===== src/rtl/fetch_stage_pkg.sv =====
// fetch_stage_pkg: shared CPU constants (opcodes, NOP, reset PC) and fetch FSM encoding.
package fetch_stage_pkg;

    localparam logic [31:0] RESET_PC_DEFAULT = 32'h0000_0000;
    localparam logic [31:0] NOP              = 32'h0000_0000;

    localparam logic [5:0] OP_RTYPE = 6'h00;
    localparam logic [5:0] OP_J     = 6'h02;
    localparam logic [5:0] OP_JAL   = 6'h03;
    localparam logic [5:0] OP_BEQ   = 6'h04;
    localparam logic [5:0] OP_BNE   = 6'h05;
    localparam logic [5:0] OP_ADDI  = 6'h08;
    localparam logic [5:0] OP_LW    = 6'h23;
    localparam logic [5:0] OP_SW    = 6'h2b;

    typedef enum logic [1:0] {
        IDLE  = 2'd0,
        FETCH = 2'd1,
        HOLD  = 2'd2,
        DRAIN = 2'd3
    } fetch_state_e;

    function automatic logic [31:0] pc_plus4(input logic [31:0] pc);
        return pc + 32'd4;
    endfunction

endpackage


===== src/rtl/fetch_stage_next_pc_sel.sv =====
// next_pc_sel: redirect target mux, priority jr > jmp > branch > sequential.
module next_pc_sel
    import fetch_stage_pkg::*;
(
    input  logic [31:0] pc_i,
    input  logic [31:0] if_id_pc4_i,
    input  logic [31:0] branch_target_i,
    input  logic [31:0] jr_addr_i,
    input  logic [25:0] jump_index_i,
    input  logic        pc_src_i,
    input  logic        jmp_i,
    input  logic        jr_i,
    output logic [31:0] target_o
);

    assign target_o = jr_i     ? jr_addr_i :
                      jmp_i    ? {if_id_pc4_i[31:28], jump_index_i, 2'b00} :
                      pc_src_i ? branch_target_i :
                                 pc_plus4(pc_i);

endmodule


===== src/rtl/fetch_stage.sv =====
// fetch_stage: PC, variable-latency imem handshake, one-entry skid and IF/ID register.
// A redirect that arrives while a request is outstanding is parked until the old response drains.
module fetch_stage
    import fetch_stage_pkg::*;
#(
    parameter logic [31:0] RESET_PC = RESET_PC_DEFAULT
) (
    input  logic        clk,
    input  logic        rst_n,
    input  logic        stall,
    input  logic        if_flush,
    input  logic        pc_src,
    input  logic        jmp,
    input  logic        jr,
    input  logic [31:0] branch_target,
    input  logic [31:0] jr_addr,
    input  logic [25:0] jump_index,
    output logic        imem_req,
    output logic [31:0] imem_addr,
    input  logic [31:0] imem_rdata,
    input  logic        imem_ready,
    output logic [31:0] if_id_instr,
    output logic [31:0] if_id_pc4,
    output logic        if_id_valid
);

    fetch_state_e state_q, state_d;
    logic [31:0]  pc_q, pc_d;
    logic [31:0]  pend_q, pend_d;
    logic [31:0]  skid_q, skid_d;
    logic [31:0]  instr_q, instr_d;
    logic [31:0]  pc4_q, pc4_d;
    logic         valid_q, valid_d;
    logic         req_q, req_d;
    logic [31:0]  target;
    logic [31:0]  pc_inc;
    logic         redirect;

    assign redirect = if_flush & ~stall;
    assign pc_inc   = pc_plus4(pc_q);

    next_pc_sel u_next_pc_sel (
        .pc_i            (pc_q),
        .if_id_pc4_i     (pc4_q),
        .branch_target_i (branch_target),
        .jr_addr_i       (jr_addr),
        .jump_index_i    (jump_index),
        .pc_src_i        (pc_src),
        .jmp_i           (jmp),
        .jr_i            (jr),
        .target_o        (target)
    );

    always_comb begin
        state_d = state_q;
        pc_d    = pc_q;
        pend_d  = pend_q;
        skid_d  = skid_q;
        instr_d = instr_q;
        pc4_d   = pc4_q;
        valid_d = valid_q;
        case (state_q)
            IDLE: state_d = FETCH;
            FETCH: begin
                if (imem_ready) begin
                    if (redirect) begin
                        instr_d = NOP;
                        pc4_d   = '0;
                        valid_d = 1'b0;
                        pc_d    = target;
                    end else if (stall) begin
                        skid_d  = imem_rdata;
                        pc_d    = pc_inc;
                        state_d = HOLD;
                    end else begin
                        instr_d = imem_rdata;
                        pc4_d   = pc_inc;
                        valid_d = 1'b1;
                        pc_d    = pc_inc;
                    end
                end else if (redirect) begin
                    instr_d = NOP;
                    pc4_d   = '0;
                    valid_d = 1'b0;
                    pend_d  = target;
                    state_d = DRAIN;
                end else if (!stall) begin
                    instr_d = NOP;
                    pc4_d   = '0;
                    valid_d = 1'b0;
                end
            end
            HOLD: begin
                if (redirect) begin
                    instr_d = NOP;
                    pc4_d   = '0;
                    valid_d = 1'b0;
                    pc_d    = target;
                    state_d = FETCH;
                end else if (!stall) begin
                    // pc already advanced on entry, so it is the skid word's pc+4
                    instr_d = skid_q;
                    pc4_d   = pc_q;
                    valid_d = 1'b1;
                    state_d = FETCH;
                end
            end
            DRAIN: begin
                pend_d = redirect ? target : pend_q;
                if (imem_ready) begin
                    pc_d    = pend_d;
                    state_d = FETCH;
                end
            end
        endcase
        req_d = (state_d == FETCH) || (state_d == DRAIN);
    end

    always_ff @(posedge clk or negedge rst_n) begin
        if (!rst_n) begin
            state_q <= IDLE;
            pc_q    <= RESET_PC;
            pend_q  <= '0;
            skid_q  <= '0;
            instr_q <= NOP;
            pc4_q   <= '0;
            valid_q <= 1'b0;
            req_q   <= 1'b0;
        end else begin
            state_q <= state_d;
            pc_q    <= pc_d;
            pend_q  <= pend_d;
            skid_q  <= skid_d;
            instr_q <= instr_d;
            pc4_q   <= pc4_d;
            valid_q <= valid_d;
            req_q   <= req_d;
        end
    end

    assign imem_req    = req_q;
    assign imem_addr   = pc_q;
    assign if_id_instr = instr_q;
    assign if_id_pc4   = pc4_q;
    assign if_id_valid = valid_q;

endmodule


===== config.mk =====
export PLATFORM = sky130hd
export DESIGN_NAME = fetch_stage
export DESIGN_NICKNAME = d
export VERILOG_FILES = /design/src/rtl/fetch_stage_pkg.sv /design/src/rtl/fetch_stage_next_pc_sel.sv /design/src/rtl/fetch_stage.sv
export SDC_FILE = /design/constraint.sdc
export NUM_CORES = 1
export LEC_CHECK = 0
export CAP_MARGIN = 20
export CORE_MARGIN = 2
export CORE_UTILIZATION = 45
export CTS_BUF_LIST = sky130_fd_sc_hd__clkbuf_4
export DETAILED_ROUTE_END_ITERATION = 6
export PLACE_DENSITY = 0.81
export RECOVER_POWER = 25
export SYNTH_ARGS = -nofsm -noshare
export SYNTH_HDL_FRONTEND = slang
export SYNTH_SLANG_ARGS = --single-unit

===== constraint.sdc =====
create_clock -name clk -period 2.64 [get_ports clk]
set_input_delay 0.396 -clock clk [delete_from_list [all_inputs] [get_ports clk]]
set_output_delay 0.396 -clock clk [all_outputs]
set_load 0.01 [all_outputs]

# Word level (Yosys, flattened, before mapping)
# Cells that the tools add are included.
dict set report totals {
  reg_bits 164
  elab_cells 73
}
dict set report op_classes {
  n_addsub 1
  n_eq_ne 12
  n_mux 39
  bitwise 3
  n_reduce_logical 10
}
# operator n
set ops {}
lappend ops {{$mux W32} 21}
lappend ops {{$pmux W32 S2} 3}
lappend ops {{$pmux W32 S3} 1}
lappend ops {{$add A32 B3 Y32 const B} 1}
lappend ops {{$mux W2} 7}
lappend ops {{$ne A2 B2 Y1 const B} 4}
lappend ops {{$pmux W2 S4} 1}
lappend ops {{$reduce_and A4 Y1} 2}
lappend ops {{$eq A2 B2 Y1 const B} 3}
lappend ops {{$ne A3 B3 Y1 const B} 2}
lappend ops {{$mux W1} 5}
lappend ops {{$eq A2 B1 Y1 const B} 2}
lappend ops {{$ne A4 B4 Y1 const B} 1}
lappend ops {{$reduce_and A2 Y1} 2}
lappend ops {{$reduce_bool A2 Y1} 2}
lappend ops {{$reduce_and A3 Y1} 1}
lappend ops {{$reduce_bool A3 Y1} 1}
lappend ops {{$logic_not A2 Y1} 1}
lappend ops {{$not A1 Y1} 2}
lappend ops {{$pmux W1 S2} 1}
lappend ops {{$and A1 B1 Y1} 1}
lappend ops {{$logic_or A1 B1 Y1} 1}

# Logic depth before layout (Yosys ltp)
# Gate-level depths: netlist (run 1).
dict set report depth {
  word_depth 7
  mapped_depth 10
  mapped_depth_nobuf 8
}

# Modules after synthesis
# From an unflattened synthesis (run 1), not the netlist that was laid out.
dict set report hier_totals {
  cells_unflattened 1081
  area_unflattened_um2 9877.0
}
# module n_inst cells_each area_each_um2
set by_module_without_submodules {}
lappend by_module_without_submodules {fetch_stage 1 842 8326.7}
lappend by_module_without_submodules {next_pc_sel 1 239 1550.2}

# Worst setup path before layout (run 1)
# No wires, ideal clock.
dict set report synth_timing {
  kind {reg2reg}
  startpoint {reg state_q[0]}
  endpoint {reg pc_q[10], in the netlist imem_addr[10]}
  t_arrival_ps 2182
  t_required_ps 2514
  path_slack_ps 332
  stages_incl_launch_ff 10
  path_buffers 2
  period_less_slack_ps 2308
  cell_sequence {dfrtp_1 -> ha_1 -> clkbuf_1 -> o21ba_2 -> nor2_1 -> nand2_1 -> clkbuf_1 -> a221o_1 -> a221oi_1 -> nor2_1}
}
dict set report synth_between {
  elab_chain_len 3
  word_cells_on_any_way 9
}
# element line_no
set synth_lines {}
lappend synth_lines {{start, declared} fetch_stage.sv:27} ;# fetch_state_e state_q, state_d;
lappend synth_lines {{start signal, assigned} fetch_stage.sv:130} ;# state_q <= state_d;
lappend synth_lines {{$eq A2 B2 Y1 / $eq A2 B1 Y1 (equally long branches)} fetch_stage.sv:62} ;# case (state_q)
lappend synth_lines {{$ne A2 B2 Y1 (no line) / $reduce_bool A3 Y1 (equally long branches)} n/a}
lappend synth_lines {{$reduce_and A4 Y1 (no line)} n/a}
lappend synth_lines {{end signal, assigned} fetch_stage.sv:131} ;# pc_q <= pc_d;
lappend synth_lines {{end, declared} fetch_stage.sv:28} ;# logic [31:0] pc_q, pc_d;
# Several ways; a longest one is shown, not always the timed one.
# A chain may end at the register's enable or synchronous reset.

# Final worst setup path (run 1)
dict set report layout_timing {
  startpoint {reg pc_q[2], in the netlist imem_addr[2]}
  endpoint {reg pc_q[22], in the netlist imem_addr[22]}
}
dict set report layout_between {
  elab_chain_len 7
  word_cells_on_any_way 10
}
# element line_no
set layout_lines {}
lappend layout_lines {{$add A32 B3 Y32 *} fetch_stage_pkg.sv:24} ;# return pc + 32'd4;
lappend layout_lines {{$mux W32} fetch_stage_next_pc_sel.sv:18} ;# pc_src_i ? branch_target_i :
lappend layout_lines {{$mux W32} fetch_stage_next_pc_sel.sv:17} ;# jmp_i ? {if_id_pc4_i[31:28], jump_index_i, 2'b00} :
lappend layout_lines {{$mux W32} fetch_stage_next_pc_sel.sv:16} ;# assign target_o = jr_i ? jr_addr_i :
lappend layout_lines {{$mux W32, on equally long branches} {fetch_stage.sv:94, fetch_stage.sv:66}}
lappend layout_lines {{$mux W32, on equally long branches} {fetch_stage.sv:110, fetch_stage.sv:65}}
lappend layout_lines {{$pmux W32 S3 *} fetch_stage.sv:62}
# Every way passes the cells marked *; elsewhere a longest branch is shown, timed or not. The select of a mux whose other input is x is not followed.

==> impl_metrics.json, run 1 <==
{
  "status": "finished clean",
  "drt_iter0_markers": 1313,
  "hold_path_depth": 4,
  "timing.reg2reg.setup_slack_ns": 0.12,
  "hold-path-endpoint": "imem_addr[12]$_DFFE_PN0P_",
  "r2r-end": "imem_addr[22]$_DFFE_PN0P_",
  "total_of_warnings_raised_by_yosys": 0,
  "totalNegativeSetupSlack_ns": 0,
  "grt_max_degree": 92,
  "finalNetCount": 1471,
  "overall_die_area_mm2": 0.0223,
  "synth-edff-count": 0,
  "setup.worst_path.start_class": "flop",
  "timing_hold_violations_final": 0,
  "timing_worst_slew_pin_value_ns": 1.21,
  "finalMaxSlewViolations": 0,
  "die_h_um": 149,
  "final_area_mm2": 0.0128,
  "synthDistinctLibCells": 69,
  "synth_top_cells_by_area": "dfrtp_1, o21ai_0, nand2_1",
  "timing.critical_path.slowest_cell_delay_ns": 0.53,
  "ant_nets": 0,
  "hold_path_startpoint": "jmp",
  "yosys.cell_count.top_type": "nand2_1",
  "vias_in_the_first_global_route": 9527,
  "synth_top_area_share": 0.429,
  "timing.fmax_ghz": 0.397,
  "gp_congestion": 0.979,
  "finalClockSkew_ns": 0.0462,
  "overflow": 0,
  "timing.reg2reg.worst_path_depth": 8,
  "worst-path-max-fanout": 6,
  "timing.max_cap.violations": 0,
  "clk_latency_worst_skew_pair_ns": 0.60,
  "yosys-top-cells-count": "nand2_1, dfrtp_1, o21ai_0",
  "dr_total_vias": 9921,
  "ys.flop_type": "dfrtp_1",
  "drt-pass1-iter-count": 7,
  "rsz0062_at_grt": "no",
  "grt_antenna_before_repair": 1,
  "die_w_um": 149,
  "netlist.top_cell.by_area": "dfrtp_1",
  "crit-reg2reg-launch": "imem_addr[2]$_DFFE_PN0P_",
  "grt_pass1_wl_um": 53000,
  "io-pin-count": 228,
  "layout_worst_path_cycle_share": 0.954,
  "htreeDepth": 4,
  "fillers": 1809,
  "critPathRequiredTime_ns": 3.11,
  "hp-class": "in -> reg",
  "postSynth.asyncResetShare": 1.00,
  "cts_tree": "yes",
  "wl_um": 34300,
  "post_synth_instance_area_mm2": 0.00950,
  "powerDensity_mw_per_mm2": 970,
  "min_period_ns": 2.52,
  "clock_transition_at_the_registers_of_the_reported_paths_ns": 0.18,
  "cts_buffers": 17,
  "syn_nets": 1234,
  "dpl.hpwl_um": 25000,
  "cts_post_setup_buffers_inserted": 0,
  "detailed_route_vias_per_instance": 6.11,
  "numClockSinks": 163,
  "clockRootBuffer": "clkbuf_4",
  "critPathKind": "reg -> reg",
  "irDropWorstVdd_uv": 502,
  "critical-path-slowest-cell": "dfrtp_1",
  "slew_headroom": 0.194,
  "crit_path_cell_trace": "ha_2, nand2_1, nor3_1, buf_4, nand4_1, xnor2_1, a21oi_1, o31ai_1",
  "global_route.usage.total": 0.309,
  "setup_viols_final": 0,
  "max-clock-path-buffers": 2,
  "syn_to_final_growth_pct": 34.6,
  "post_dp_cell_area_mm2": 0.0125,
  "fp-row-count": 53,
  "io_buffers": 227,
  "total_leakage_power_nw": 5.29,
  "placeableCoreArea_mm2": 0.0209,
  "detailed_route_drc_error_count": 0,
  "post_route_cells_drive_above_1_share": 0.133,
  "syn_avg_cell_area_um2": 8.65,
  "yosys_register_bits": 163,
  "initial_utilization": 0.455,
  "synthCells": 1099,
  "type_of_element_capturing_the_critical_path": "flop",
  "avgRoutedWirePerCell_um": 21.1,
  "critical_path_arrival_ns": 2.99,
  "ys_seq_area_frac": 0.429
}
report_power, final:
part	internal [mW]	switching [mW]	total [mW]
combinational	3.08	3.44	6.52
sequential	3.56	0.871	4.43
clock	0.475	0.987	1.46
total	7.11	5.30	12.4
metal layers:
metal / share of wire / wire length (µm) / GRT usage
met1: 0.41 / 13900 / 0.420
met2: 0.46 / 15700 / 0.472
met3: 0.098 / 3380 / 0.0734
met4: 0.039 / 1320 / 0.133
met5: 0 / 0 / 0
worst max path at each step:
| stage | from | endpoint | slack, ns |
|---|---|---|---|
| final | imem_addr[2]$_DFFE_PN0P_ | imem_addr[22]$_DFFE_PN0P_ | 0.12 |
| after global routing | imem_addr[2]$_DFFE_PN0P_ | imem_addr[22]$_DFFE_PN0P_ | 0.004 |
| after CTS | imem_addr[2]$_DFFE_PN0P_ | imem_addr[22]$_DFFE_PN0P_ | 0.16 |
| after detailed placement | pc_src | imem_addr[29]$_DFFE_PN0P_ | 0.01 |
| after global placement | pc_src | imem_addr[29]$_DFFE_PN0P_ | 0.12 |
| after floorplan | state_q[0]$_DFF_PN0_ | imem_addr[10]$_DFFE_PN0P_ | 0.33 |
cell type report:
cell class,instances,area [µm²],area share
antenna,1,2.50,0.000196
clock buffer,17,128,0.00998
clock inverter,15,131,0.0103
inverter,15,56.3,0.00440
multi-input combinational,821,5000,0.391
sequential,163,4080,0.319
tap,275,344,0.0269
timing repair buffer,318,3050,0.239
layout by cell type (no fill, tap or decap), types with 13 or more instances in the layout:
cell,netlist,final
inv_1,13,13
xnor2_1,14,14
a21oi_1,58,58
clkdlybuf4s50_1,0,224
nor2_1,56,54
dfrtp_1,163,163
o31ai_1,17,17
and3_1,14,14
nand2_1,173,173
nand3_1,25,25
clkbuf_4,0,18
nor3_1,24,24
buf_4,0,80
mux2_2,38,38
o21ai_0,138,138
a22oi_1,48,48
registers in the layout (all words and copies together), names as in the netlist:
signal / flops
if_id_instr: 32
state_q: 2
pend_q: 32
imem_addr: 32
if_id_pc4: 32
if_id_valid: 1
skid_q: 32
through the flow:
stage	hold WS, ns	util	power [mW]	cells	worst slack (ns)
2_1_floorplan	0.100	-	7.69	1099	0.332
3_5_place_dp	0.249	0.600	10.9	1590	0.0102
6_report	0.367	0.612	12.4	1625	0.121
4_1_cts	0.186	0.613	12.3	1623	0.160
3_3_place_gp	0.247	0.600	10.7	1590	0.123
5_1_grt	0.378	0.612	13.1	1625	0.00403
timing repair:
item | in CTS | in global routing
endpoints found under the hold margin | 72 | 0
resized for setup | 0 | 1
hold buffers | 1 | 0
endpoints found under the setup margin | 0 | 4
worst max-delay path: cells and delay by family (launching register included):
kind / cells / cell delay (ns)
DFF: 1 / 0.53
AOI/OAI and AO/OA: 2 / 0.31
adders and majority gates: 1 / 0.31
and+or+nand+nor: 3 / 0.72
xor gates and xnor gates: 1 / 0.32
buffers and inverters: 1 / 0.19
cells by family after synthesis:
kind of cell	Yosys count	share of synthesized area
xor gates and xnor gates	22	0.0203
and+or+nand+nor	369	0.185
AOI/OAI and AO/OA	376	0.254
adders and majority gates	5	0.00658
DFF	163	0.429
buffers and inverters	115	0.0483
muxes	49	0.0566
(Power assumes the default switching activity.)
==> run 2, diff against run 1 <==
- SETUP_SLACK_MARGIN: unset -> 0.4
- clock period: 2.64 -> 2.7 ns (I/O delays scaled with it)
==> run 2 against run 1 <==
The run now ends with design-rule violations, max-capacitance violations, max-slew violations left. Via count is 0.29% higher. Sequential share of layout area is 0.22 points lower. Critical path depth stayed put. Combinational power is 2% lower. Hold slack better by 0.059 ns. Utilization is 0.69 points higher. Sequential cell count stayed put. Worst setup slack better by 0.33 ns. Sequential power is 0.9% lower. Highest routed layer unchanged.
==> impl_metrics.json, run 2 (synthesis gave the netlist of run 1 again) <==
{
  "numClockSinks": 163,
  "finalClockSkew_ns": 0.0219,
  "ant_nets": 0,
  "cts_tree": "yes",
  "htreeDepth": 4,
  "post-route-util": 0.619,
  "timing.reg2reg.setup_slack_ns": 0.45,
  "post_route_cells_drive_above_1_share": 0.156,
  "clockRootBuffer": "clkbuf_4",
  "initial_utilization": 0.455,
  "hp-class": "in -> reg",
  "fin_cells": 1620,
  "cell_internal_pwr_mw": 7.18,
  "detailed_route_drc_error_count": 3,
  "io_buffers": 227,
  "hold-path-endpoint": "pend_q[30]$_DFFE_PN0P_",
  "status": "complete, but fails checks",
  "switching_power_mw": 5.19,
  "fillers": 1769,
  "worst-path-max-fanout": 30,
  "layout_commonest_cell": "clkdlybuf4s50_1",
  "type_of_element_capturing_the_critical_path": "flop",
  "overall_die_area_mm2": 0.0223,
  "placeableCoreArea_mm2": 0.0209,
  "seq_power_share": 0.355,
  "grt_max_degree": 65,
  "min_hold_slack_ns": 0.425,
  "max-clock-path-buffers": 2,
  "global_route.usage.total": 0.306,
  "finalMaxSlewViolations": 63,
  "grt_antenna_before_repair": 1,
  "clock_power_share": 0.127,
  "min_period_ns": 2.25,
  "preCtsSetupSlack_ns": 0.171,
  "setup_viols_final": 0,
  "fp-row-count": 53,
  "dp_cells": 1581,
  "slew_headroom": -0.0986,
  "crit-reg2reg-launch": "state_q[1]$_DFF_PN0_",
  "wl_um": 34300,
  "layout_worst_path_cycle_share": 0.832,
  "dr_total_vias": 9950,
  "drt_iter0_markers": 1144,
  "timing.max_cap.violations": 1,
  "critical_path_arrival_ns": 2.75,
  "drt-pass1-iter-count": 7,
  "grt_pass1_wl_um": 52700,
  "timing.reg2reg.worst_path_depth": 8,
  "setup.worst_path.start_class": "flop",
  "totalNegativeSetupSlack_ns": 0,
  "violations": "design-rule violations, max-capacitance violations, max-slew violations",
  "gp_congestion": 0.966,
  "io-pin-count": 228,
  "die_w_um": 149,
  "clock_transition_at_the_registers_of_the_reported_paths_ns": 0.14,
  "timing_worst_slew_pin_value_ns": 1.65,
  "total_leakage_power_nw": 5.31,
  "final_critical_path_setup_slack_ns": 0.454,
  "rsz0062_at_grt": "yes",
  "total_area_of_multi_input_combinational_cells_mm2": 0.00511,
  "detailed_route_vias_per_instance": 6.14,
  "cts_buffers": 17,
  "timing_hold_violations_final": 0,
  "layout.cells.most_common_list": "clkdlybuf4s50_1, nand2_1, dfrtp_1, o21ai_0, buf_4",
  "critPathRequiredTime_ns": 3.21,
  "overflow": 0,
  "avgRoutedWirePerCell_um": 21.1,
  "clk_latency_worst_skew_pair_ns": 0.59,
  "dpl.hpwl_um": 24500,
  "sequential_cell_area_mm2": 0.00410,
  "die_h_um": 149,
  "timing.fmax_ghz": 0.445,
  "syn_to_final_growth_pct": 36.1,
  "irDropWorstVdd_uv": 576,
  "finalNetCount": 1467,
  "powerDensity_mw_per_mm2": 956,
  "critPathKind": "reg -> reg",
  "vias_in_the_first_global_route": 9442,
  "r2r-end": "imem_addr[13]$_DFFE_PN0P_",
  "share_comb_of_total_power": 0.518,
  "hold_path_depth": 3,
  "hold_path_startpoint": "jr",
  "netSwitchingFraction": 0.420
}
-- run 2: layer usage --
metal,wire (µm),global-route usage,part of all wire,up-vias
li1,-,-,-,4485
met1,13600,0.428,0.40,4667
met2,15100,0.458,0.44,666
met3,3970,0.0667,0.12,132
met4,1610,0.132,0.047,0
met5,0,0,0,-
-- run 2: power by group through the flow --
stage / clock (mW) / combinational, mW / sequential (mW)
5_1_grt: 1.69 / 6.87 / 4.52
3_3_place_gp: 0 / 6.02 / 4.33
2_1_floorplan: 0 / 3.18 / 4.35
6_report: 1.58 / 6.41 / 4.39
4_1_cts: 1.59 / 6.18 / 4.33
3_5_place_dp: 0 / 6.13 / 4.37
-- run 2: metrics by stage --
step           total power [mW]  cell area, µm²
4_1_cts                    12.1           12800
5_1_grt                    13.1           12900
3_5_place_dp               10.5           12500
3_3_place_gp               10.3           12500
2_1_floorplan              7.52            9500
6_report                   12.4           12900
-- run 2: worst max path at each step --
stage / endpoint / slack, ns / cells after the start / startpoint
global placement: imem_addr[30]$_DFFE_PN0P_ / 0.17 / 8 / pc_src
detailed placement: imem_addr[29]$_DFFE_PN0P_ / 0.17 / 5 / pc_src
global route: imem_addr[13]$_DFFE_PN0P_ / 0.37 / 8 / state_q[1]$_DFF_PN0_
CTS: imem_addr[13]$_DFFE_PN0P_ / 0.41 / 8 / state_q[1]$_DFF_PN0_
floorplan: imem_addr[25]$_DFFE_PN0P_ / 0.47 / 8 / state_q[0]$_DFF_PN0_
finish: imem_addr[13]$_DFFE_PN0P_ / 0.45 / 8 / state_q[1]$_DFF_PN0_
-- run 2: repair_timing --
item	4_1_cts	5_1_grt
hold buffers	1	0
gates resized for setup	10	28
endpoints found under the hold margin	62	0
setup buffers	0	5
setup endpoints to repair	59	39
pin swaps	0	4
-- run 2: layout make-up --
type,instances,area share
Antenna cell,1,0.000193
Clock buffer,19,0.0110
Clock inverter,12,0.0122
Inverter,15,0.00445
Multi-Input combinational cell,821,0.395
Sequential cell,163,0.317
Tap cell,275,0.0266
Timing Repair Buffer,314,0.234
-- run 2: worst max-delay path, stage by stage (launching register included) --
cell and delay (ns):
dfrtp_1 0.45, inv_1 0.11, ha_2 0.26, o21ba_2 0.26, a211oi_2 0.29, buf_12 0.25
nor2_1 0.07, or3_1 0.30, o22ai_1 0.18
